<file path="src/rtl/coherence_bus_arbiter_if.sv">
// Cache- and RAM-side signal bundle for coherence_bus_arbiter.
// master = arbiter view, slave = cache/memory view.
interface coherence_bus_arbiter_if #(
    parameter int unsigned ADDR_W = 32,
    parameter int unsigned NCORES = 2
);
    logic [NCORES-1:0]             iREN;
    logic [NCORES-1:0][ADDR_W-1:0] iaddr;
    logic [NCORES-1:0]             iwait;
    logic [NCORES-1:0][ADDR_W-1:0] iload;

    logic [NCORES-1:0]             dREN;
    logic [NCORES-1:0]             dWEN;
    logic [NCORES-1:0][ADDR_W-1:0] daddr;
    logic [NCORES-1:0][ADDR_W-1:0] dstore;
    logic [NCORES-1:0]             ccwrite;
    logic [NCORES-1:0]             dwait;
    logic [NCORES-1:0][ADDR_W-1:0] dload;

    logic [NCORES-1:0]             ccwait;
    logic [NCORES-1:0]             ccinv;
    logic [NCORES-1:0][ADDR_W-1:0] ccsnoopaddr;

    logic                          ramREN;
    logic                          ramWEN;
    logic [ADDR_W-1:0]             ramaddr;
    logic [ADDR_W-1:0]             ramstore;
    logic [ADDR_W-1:0]             ramload;
    logic                          ram_ready;

    modport master (
        input  iREN, iaddr, dREN, dWEN, daddr, dstore, ccwrite, ramload, ram_ready,
        output iwait, iload, dwait, dload, ccwait, ccinv, ccsnoopaddr,
               ramREN, ramWEN, ramaddr, ramstore
    );

    modport slave (
        output iREN, iaddr, dREN, dWEN, daddr, dstore, ccwrite, ramload, ram_ready,
        input  iwait, iload, dwait, dload, ccwait, ccinv, ccsnoopaddr,
               ramREN, ramWEN, ramaddr, ramstore
    );
endinterface

</file>
<file path="src/rtl/coherence_bus_arbiter.sv">
// Two-core shared-RAM arbiter with MSI snooping between the dcaches.
// Define ARB_ROUND_ROBIN_EN for round-robin between cores; default is fixed core-0 priority.
module coherence_bus_arbiter #(
    parameter int unsigned ADDR_W = 32,
    parameter int unsigned NCORES = 2
) (
    input logic                     CLK,
    input logic                     RST,
    coherence_bus_arbiter_if.master bus
);

`ifdef ARB_ROUND_ROBIN_EN
    localparam logic RR_EN = 1'b1;
`else
    localparam logic RR_EN = 1'b0;
`endif

    typedef enum logic [2:0] {
        S_IDLE,
        S_WB,
        S_INV,
        S_SNOOP,
        S_C2C,
        S_MEMRD,
        S_IFETCH
    } state_e;

    state_e            state_q, state_d;
    logic              grant_q, grant_d;
    logic              last_core_q, last_core_d;
    logic              other;
    logic              winner;
    logic [NCORES-1:0] dreq;
    logic [NCORES-1:0] cand;
    logic [ADDR_W-1:0] snoop_addr;

    // Dcache traffic (read, write, upgrade) outranks every icache request.
    always_comb begin
        dreq   = bus.dREN | bus.dWEN | bus.ccwrite;
        cand   = (dreq != '0) ? dreq : bus.iREN;
        winner = (&cand) ? (RR_EN & ~last_core_q) : cand[1];
    end

    always_comb begin
        state_d          = state_q;
        grant_d          = grant_q;
        last_core_d      = last_core_q;
        other            = ~grant_q;
        snoop_addr       = bus.daddr[grant_q];

        bus.iwait        = '1;
        bus.dwait        = '1;
        bus.iload        = '0;
        bus.dload        = '0;
        bus.ccwait       = '0;
        bus.ccinv        = '0;
        bus.ccsnoopaddr  = '0;
        bus.ramREN       = 1'b0;
        bus.ramWEN       = 1'b0;
        bus.ramaddr      = '0;
        bus.ramstore     = '0;

        case (state_q)
            S_IDLE: begin
                if (cand != '0) begin
                    grant_d = winner;
                    if (bus.dWEN[winner])      state_d = S_WB;
                    else if (bus.dREN[winner]) state_d = S_SNOOP;
                    else if (dreq[winner])     state_d = S_INV;
                    else                       state_d = S_IFETCH;
                end
            end
            S_WB: begin
                bus.ramWEN   = 1'b1;
                bus.ramaddr  = bus.daddr[grant_q];
                bus.ramstore = bus.dstore[grant_q];
                if (bus.ram_ready) begin
                    bus.dwait[grant_q] = 1'b0;
                    last_core_d        = grant_q;
                    state_d            = S_IDLE;
                end
            end
            S_INV: begin
                bus.ccwait[other]      = 1'b1;
                bus.ccinv[other]       = 1'b1;
                bus.ccsnoopaddr[other] = snoop_addr;
                last_core_d            = grant_q;
                state_d                = S_IDLE;
            end
            S_SNOOP: begin
                bus.ccwait[other]      = 1'b1;
                bus.ccinv[other]       = bus.ccwrite[grant_q];
                bus.ccsnoopaddr[other] = snoop_addr;
                state_d = bus.ccwrite[other] ? S_C2C : S_MEMRD;
            end
            S_C2C: begin
                // Peer supplies the line; memory is written back in the same access.
                bus.ccwait[other]      = 1'b1;
                bus.ccsnoopaddr[other] = snoop_addr;
                bus.dload[grant_q]     = bus.dstore[other];
                bus.ramWEN             = 1'b1;
                bus.ramaddr            = bus.daddr[grant_q];
                bus.ramstore           = bus.dstore[other];
                if (bus.ram_ready) begin
                    bus.dwait[grant_q] = 1'b0;
                    last_core_d        = grant_q;
                    state_d            = S_IDLE;
                end
            end
            S_MEMRD: begin
                bus.ramREN  = 1'b1;
                bus.ramaddr = bus.daddr[grant_q];
                if (bus.ram_ready) begin
                    bus.dload[grant_q] = bus.ramload;
                    bus.dwait[grant_q] = 1'b0;
                    last_core_d        = grant_q;
                    state_d            = S_IDLE;
                end
            end
            S_IFETCH: begin
                bus.ramREN  = 1'b1;
                bus.ramaddr = bus.iaddr[grant_q];
                if (bus.ram_ready) begin
                    bus.iload[grant_q] = bus.ramload;
                    bus.iwait[grant_q] = 1'b0;
                    last_core_d        = grant_q;
                    state_d            = S_IDLE;
                end
            end
            default: state_d = S_IDLE;
        endcase
    end

    always_ff @(posedge CLK or posedge RST) begin
        if (RST) begin
            state_q     <= S_IDLE;
            grant_q     <= 1'b0;
            last_core_q <= 1'b1;
        end else begin
            state_q     <= state_d;
            grant_q     <= grant_d;
            last_core_q <= last_core_d;
        end
    end

endmodule

</file>
<file path="src/flat_wrapper.sv">
// flat-port wrapper written by rule: the top's interface ports become plain ports
module coherence_bus_arbiter_flat 
#(
    parameter int unsigned ADDR_W = 32,
    parameter int unsigned NCORES = 2
)
  (CLK, RST, bus_iREN, bus_iaddr, bus_dREN, bus_dWEN, bus_daddr, bus_dstore, bus_ccwrite, bus_ramload, bus_ram_ready, bus_iwait, bus_iload, bus_dwait, bus_dload, bus_ccwait, bus_ccinv, bus_ccsnoopaddr, bus_ramREN, bus_ramWEN, bus_ramaddr, bus_ramstore);
  coherence_bus_arbiter_if #(.ADDR_W(ADDR_W), .NCORES(NCORES)) bus_i ();
  input logic CLK;
  input logic RST;
  input wire logic [$bits(bus_i.iREN)-1:0] bus_iREN;
  input wire logic [$bits(bus_i.iaddr)-1:0] bus_iaddr;
  input wire logic [$bits(bus_i.dREN)-1:0] bus_dREN;
  input wire logic [$bits(bus_i.dWEN)-1:0] bus_dWEN;
  input wire logic [$bits(bus_i.daddr)-1:0] bus_daddr;
  input wire logic [$bits(bus_i.dstore)-1:0] bus_dstore;
  input wire logic [$bits(bus_i.ccwrite)-1:0] bus_ccwrite;
  input wire logic [$bits(bus_i.ramload)-1:0] bus_ramload;
  input wire logic [$bits(bus_i.ram_ready)-1:0] bus_ram_ready;
  output wire logic [$bits(bus_i.iwait)-1:0] bus_iwait;
  output wire logic [$bits(bus_i.iload)-1:0] bus_iload;
  output wire logic [$bits(bus_i.dwait)-1:0] bus_dwait;
  output wire logic [$bits(bus_i.dload)-1:0] bus_dload;
  output wire logic [$bits(bus_i.ccwait)-1:0] bus_ccwait;
  output wire logic [$bits(bus_i.ccinv)-1:0] bus_ccinv;
  output wire logic [$bits(bus_i.ccsnoopaddr)-1:0] bus_ccsnoopaddr;
  output wire logic [$bits(bus_i.ramREN)-1:0] bus_ramREN;
  output wire logic [$bits(bus_i.ramWEN)-1:0] bus_ramWEN;
  output wire logic [$bits(bus_i.ramaddr)-1:0] bus_ramaddr;
  output wire logic [$bits(bus_i.ramstore)-1:0] bus_ramstore;
  assign bus_i.iREN = bus_iREN;
  assign bus_i.iaddr = bus_iaddr;
  assign bus_i.dREN = bus_dREN;
  assign bus_i.dWEN = bus_dWEN;
  assign bus_i.daddr = bus_daddr;
  assign bus_i.dstore = bus_dstore;
  assign bus_i.ccwrite = bus_ccwrite;
  assign bus_i.ramload = bus_ramload;
  assign bus_i.ram_ready = bus_ram_ready;
  assign bus_iwait = bus_i.iwait;
  assign bus_iload = bus_i.iload;
  assign bus_dwait = bus_i.dwait;
  assign bus_dload = bus_i.dload;
  assign bus_ccwait = bus_i.ccwait;
  assign bus_ccinv = bus_i.ccinv;
  assign bus_ccsnoopaddr = bus_i.ccsnoopaddr;
  assign bus_ramREN = bus_i.ramREN;
  assign bus_ramWEN = bus_i.ramWEN;
  assign bus_ramaddr = bus_i.ramaddr;
  assign bus_ramstore = bus_i.ramstore;
  coherence_bus_arbiter #(.ADDR_W(ADDR_W), .NCORES(NCORES)) u_core (.CLK(CLK), .RST(RST), .bus(bus_i));
endmodule
</file>
<file path="config.mk">
export PLATFORM = sky130hd
export DESIGN_NAME = coherence_bus_arbiter_flat
export DESIGN_NICKNAME = d
export VERILOG_FILES = /design/src/rtl/coherence_bus_arbiter_if.sv /design/src/rtl/coherence_bus_arbiter.sv /design/src/flat_wrapper.sv
export SDC_FILE = /design/constraint.sdc
export NUM_CORES = 1
export LEC_CHECK = 0
export CAP_MARGIN = 20
export CELL_PAD_IN_SITES_DETAIL_PLACEMENT = 0
export CELL_PAD_IN_SITES_GLOBAL_PLACEMENT = 1
export CORE_AREA = 2 2 192 194
export CTS_CLUSTER_DIAMETER = 120
export DETAILED_ROUTE_END_ITERATION = 8
export DIE_AREA = 0 0 194 196
export PLACE_DENSITY = 0.59
export SETUP_SLACK_MARGIN = 0.4
export SYNTH_ARGS = -nofsm -noshare
export SYNTH_HDL_FRONTEND = slang
export SYNTH_SLANG_ARGS = --single-unit
</file>
<file path="constraint.sdc">
create_clock -name CLK -period 2.2 [get_ports CLK]
set_input_delay 0.44 -clock CLK [delete_from_list [all_inputs] [get_ports CLK]]
set_output_delay 0.44 -clock CLK [all_outputs]
set_load 0.02 [all_outputs]
</file>
==> results.toml <==
[run_status]
status = "finished with violations"
failed_checks = "setup timing"

[timing]
period_share = 1.08
skew_ps = 2.21
hold_ws_ps = 428
min_period_ps = 2370
fin_ws_ps = -168
tightestPinTransition_ps = 527
finalHoldViolCount = 0
rsz0062_at_grt = "yes"
final-max-slew-violation-count = 0
fin_tns_setup_ps = -18720
clock.fmax_mhz = 422
slew_headroom = 0.649
setup_viol_count_final = 207

[cells_and_area]
drive_gt1_frac = 0.725
finalInstanceArea_mm2 = 0.0147
fin_cells = 1687
post-route-util = 0.408
fin_nets = 1456
area_delta_synth_final_pct = 293
n_antenna_cell = 0

[global_route]
grt_max_degree = 34
antenna_found_initial = 0
track_usage = 0.164
grt_pass1_vias = 7198
overflow = 0
grt_pass1_wl_mm = 47.8

[power_and_ir_drop]
leakage_nw = 6.33
p_per_area_mw_per_mm2 = 1040
power_mw = 15.3
ir_drop_v = 0.000548

[yosys]
ys.flop_type = "dfrtp_1"
yosysSeqAreaShare = 0.0267
avgSynthCellArea_um2 = 7.41
syn_area_mm2 = 0.00375
ys_ff_latch = 4
synth_area_leaders = "and2_1 (21%), mux2i_1 (17%), a221oi_1 (15%)"
yosysTopAreaCell = "and2_1"
netlist_top_cells_count = "and2_1 (128), mux2i_1 (65), a221oi_1 (64)"
synth_fp_nets = 741
synth_warnings = 0
synth.most_common_cell = "and2_1"
synth.distinct_cells = 37
async_flop_share = 1.00
netlist.area_leader.share = 0.213
synth_edf_count = 0
syn-instance-count = 506

[drt]
drt-total-wl_mm = 38.5
wl_per_cell_um = 22.8
drc = 0
postRouteAntennaNets = 0
avgViaCountPerCell = 4.39
drt-initial-drc-count = 211
firstDrtPassIters = 4
vias = 7410

[critical_path]
crit_path_frequent_cell = "buf_12"
slowest_stage = "or3b_4"
path_class = "register to output port"
critPathTopFamily = "simple AND/OR/NAND/NOR gates"
path_cells = "or3b_4 > a21oi_4 > buf_12 > buf_12 > and2_4 > buf_2"
slowest_delay_ps = 460
crit_fanout = 11
endpoint_kind = "output port"
crit_required_ps = 1760
cp.arrival_ps = 1930
cp-start-kind = "register"
crit_buf_inv = 3
rrSetupSlack_ps = 670

[clock_tree]
cts_tree = "built"
htree_num_levels = 1
cts_hold_buf = 0
clock_path_buffers = 2
ctsRootBufferMaster = "clkbuf_16"
clkTransAtPathRegs_ps = 30
clk_latency_ps = 230
cts_made_buffers = 3
clock-sinks = 4

[place]
dp_cells = 1528
placed_area_mm2 = 0.0110
place_congestion = 0.823
dp_hpwl_mm = 24.7
dp_slack_ps = -655
port_buffers = 500

[die]
dieArea_mm2 = 0.0380
io_pins = 501
core_region_area_mm2 = 0.0361
start_util = 0.104
rows = 70
die_y_um = 196
die_x_um = 194

[min_path]
min_path_type = "input pin to async pin"

[run]
cap_violations = 0
## layout by cell type, fill, tap and decap left out, types with 3 or more instances in the layout
master,synthesis,layout
a22o_1,63,28
o22ai_4,0,24
nor2_1,8,4
inv_1,3,3
a221oi_4,0,15
nor3_1,37,3
mux2i_2,0,20
a221oi_1,64,9
a221oi_2,0,40
mux2i_1,65,34
a22o_4,0,35
nor3_2,0,34
clkbuf_16,0,17
buf_4,7,150
mux2i_4,0,11
o22ai_2,0,7
buf_8,0,14
buf_2,22,5
buf_12,0,47
buf_6,7,282
nor2_4,2,6
clkdlybuf4s50_1,0,233
buf_16,0,15
and2_4,0,126
clkbuf_2,0,13
## routing by layer
layer  routed length, um  share of wire  up-vias  GRT usage
met5                   0              0        -          0
met2               20300           0.53      339      0.304
met3                2140          0.056       52     0.0332
li1                    -              -     3453          -
met1               15200           0.39     3566      0.192
met4                 951          0.025        0     0.0429
## cell families (layout without fill, tap and decap cells)
group / Yosys count / count (layout) / synth area share
AND/OR/NAND/NOR: 195 / 195 / 0.317
AO/OA/AOI/OAI: 172 / 172 / 0.383
buffers and inverters: 69 / 782 / 0.0974
multiplexers: 66 / 66 / 0.176
flip-flops: 4 / 4 / 0.0267
## layout make-up
type / instances / area [um2]
Clock buffer: 3 / 75.1
Fill cell: 3557 / 21300
Inverter: 4 / 15.0
Multi-Input combinational cell: 433 / 5300
Sequential cell: 4 / 105
Tap cell: 468 / 586
Timing Repair Buffer: 775 / 8660
## power by group
part	switching (mW)	leakage, nW	internal (mW)	total, mW
registers	0.0576	0.0480	0.118	0.175
clock network	0.0533	0.0370	0.232	0.286
logic	7.16	6.25	7.64	14.8
total	7.27	6.33	7.99	15.3
## registers in the layout, indices dropped and copies added, names as in the netlist
name	cells
u_core.state_q	3
u_core.grant_q	1
## path summary, 6_finish.rpt
path | from | end | cells after the start
worst max-delay path | u_core.state_q[1] | bus_ccsnoopaddr[62] | 6
worst min-delay path | RST | u_core.grant_q | 2
worst max register to register | u_core.state_q[0] | u_core.grant_q | 5
worst min register to register | u_core.state_q[0] | u_core.state_q[1] | 3
max in group asynchronous | RST | u_core.grant_q | 2
min in group CLK | u_core.state_q[0] | u_core.state_q[1] | 3
## repair_timing
action                                 in CTS  in global routing
pin swaps                                  28                 67
gates cloned                               13                 21
endpoints found under the hold margin       0                  0
gates resized for setup                  1089                747
setup buffers                              56                 66
setup endpoints to repair                 266                266
No activity file was read; power rests on OpenSTA's default activity.
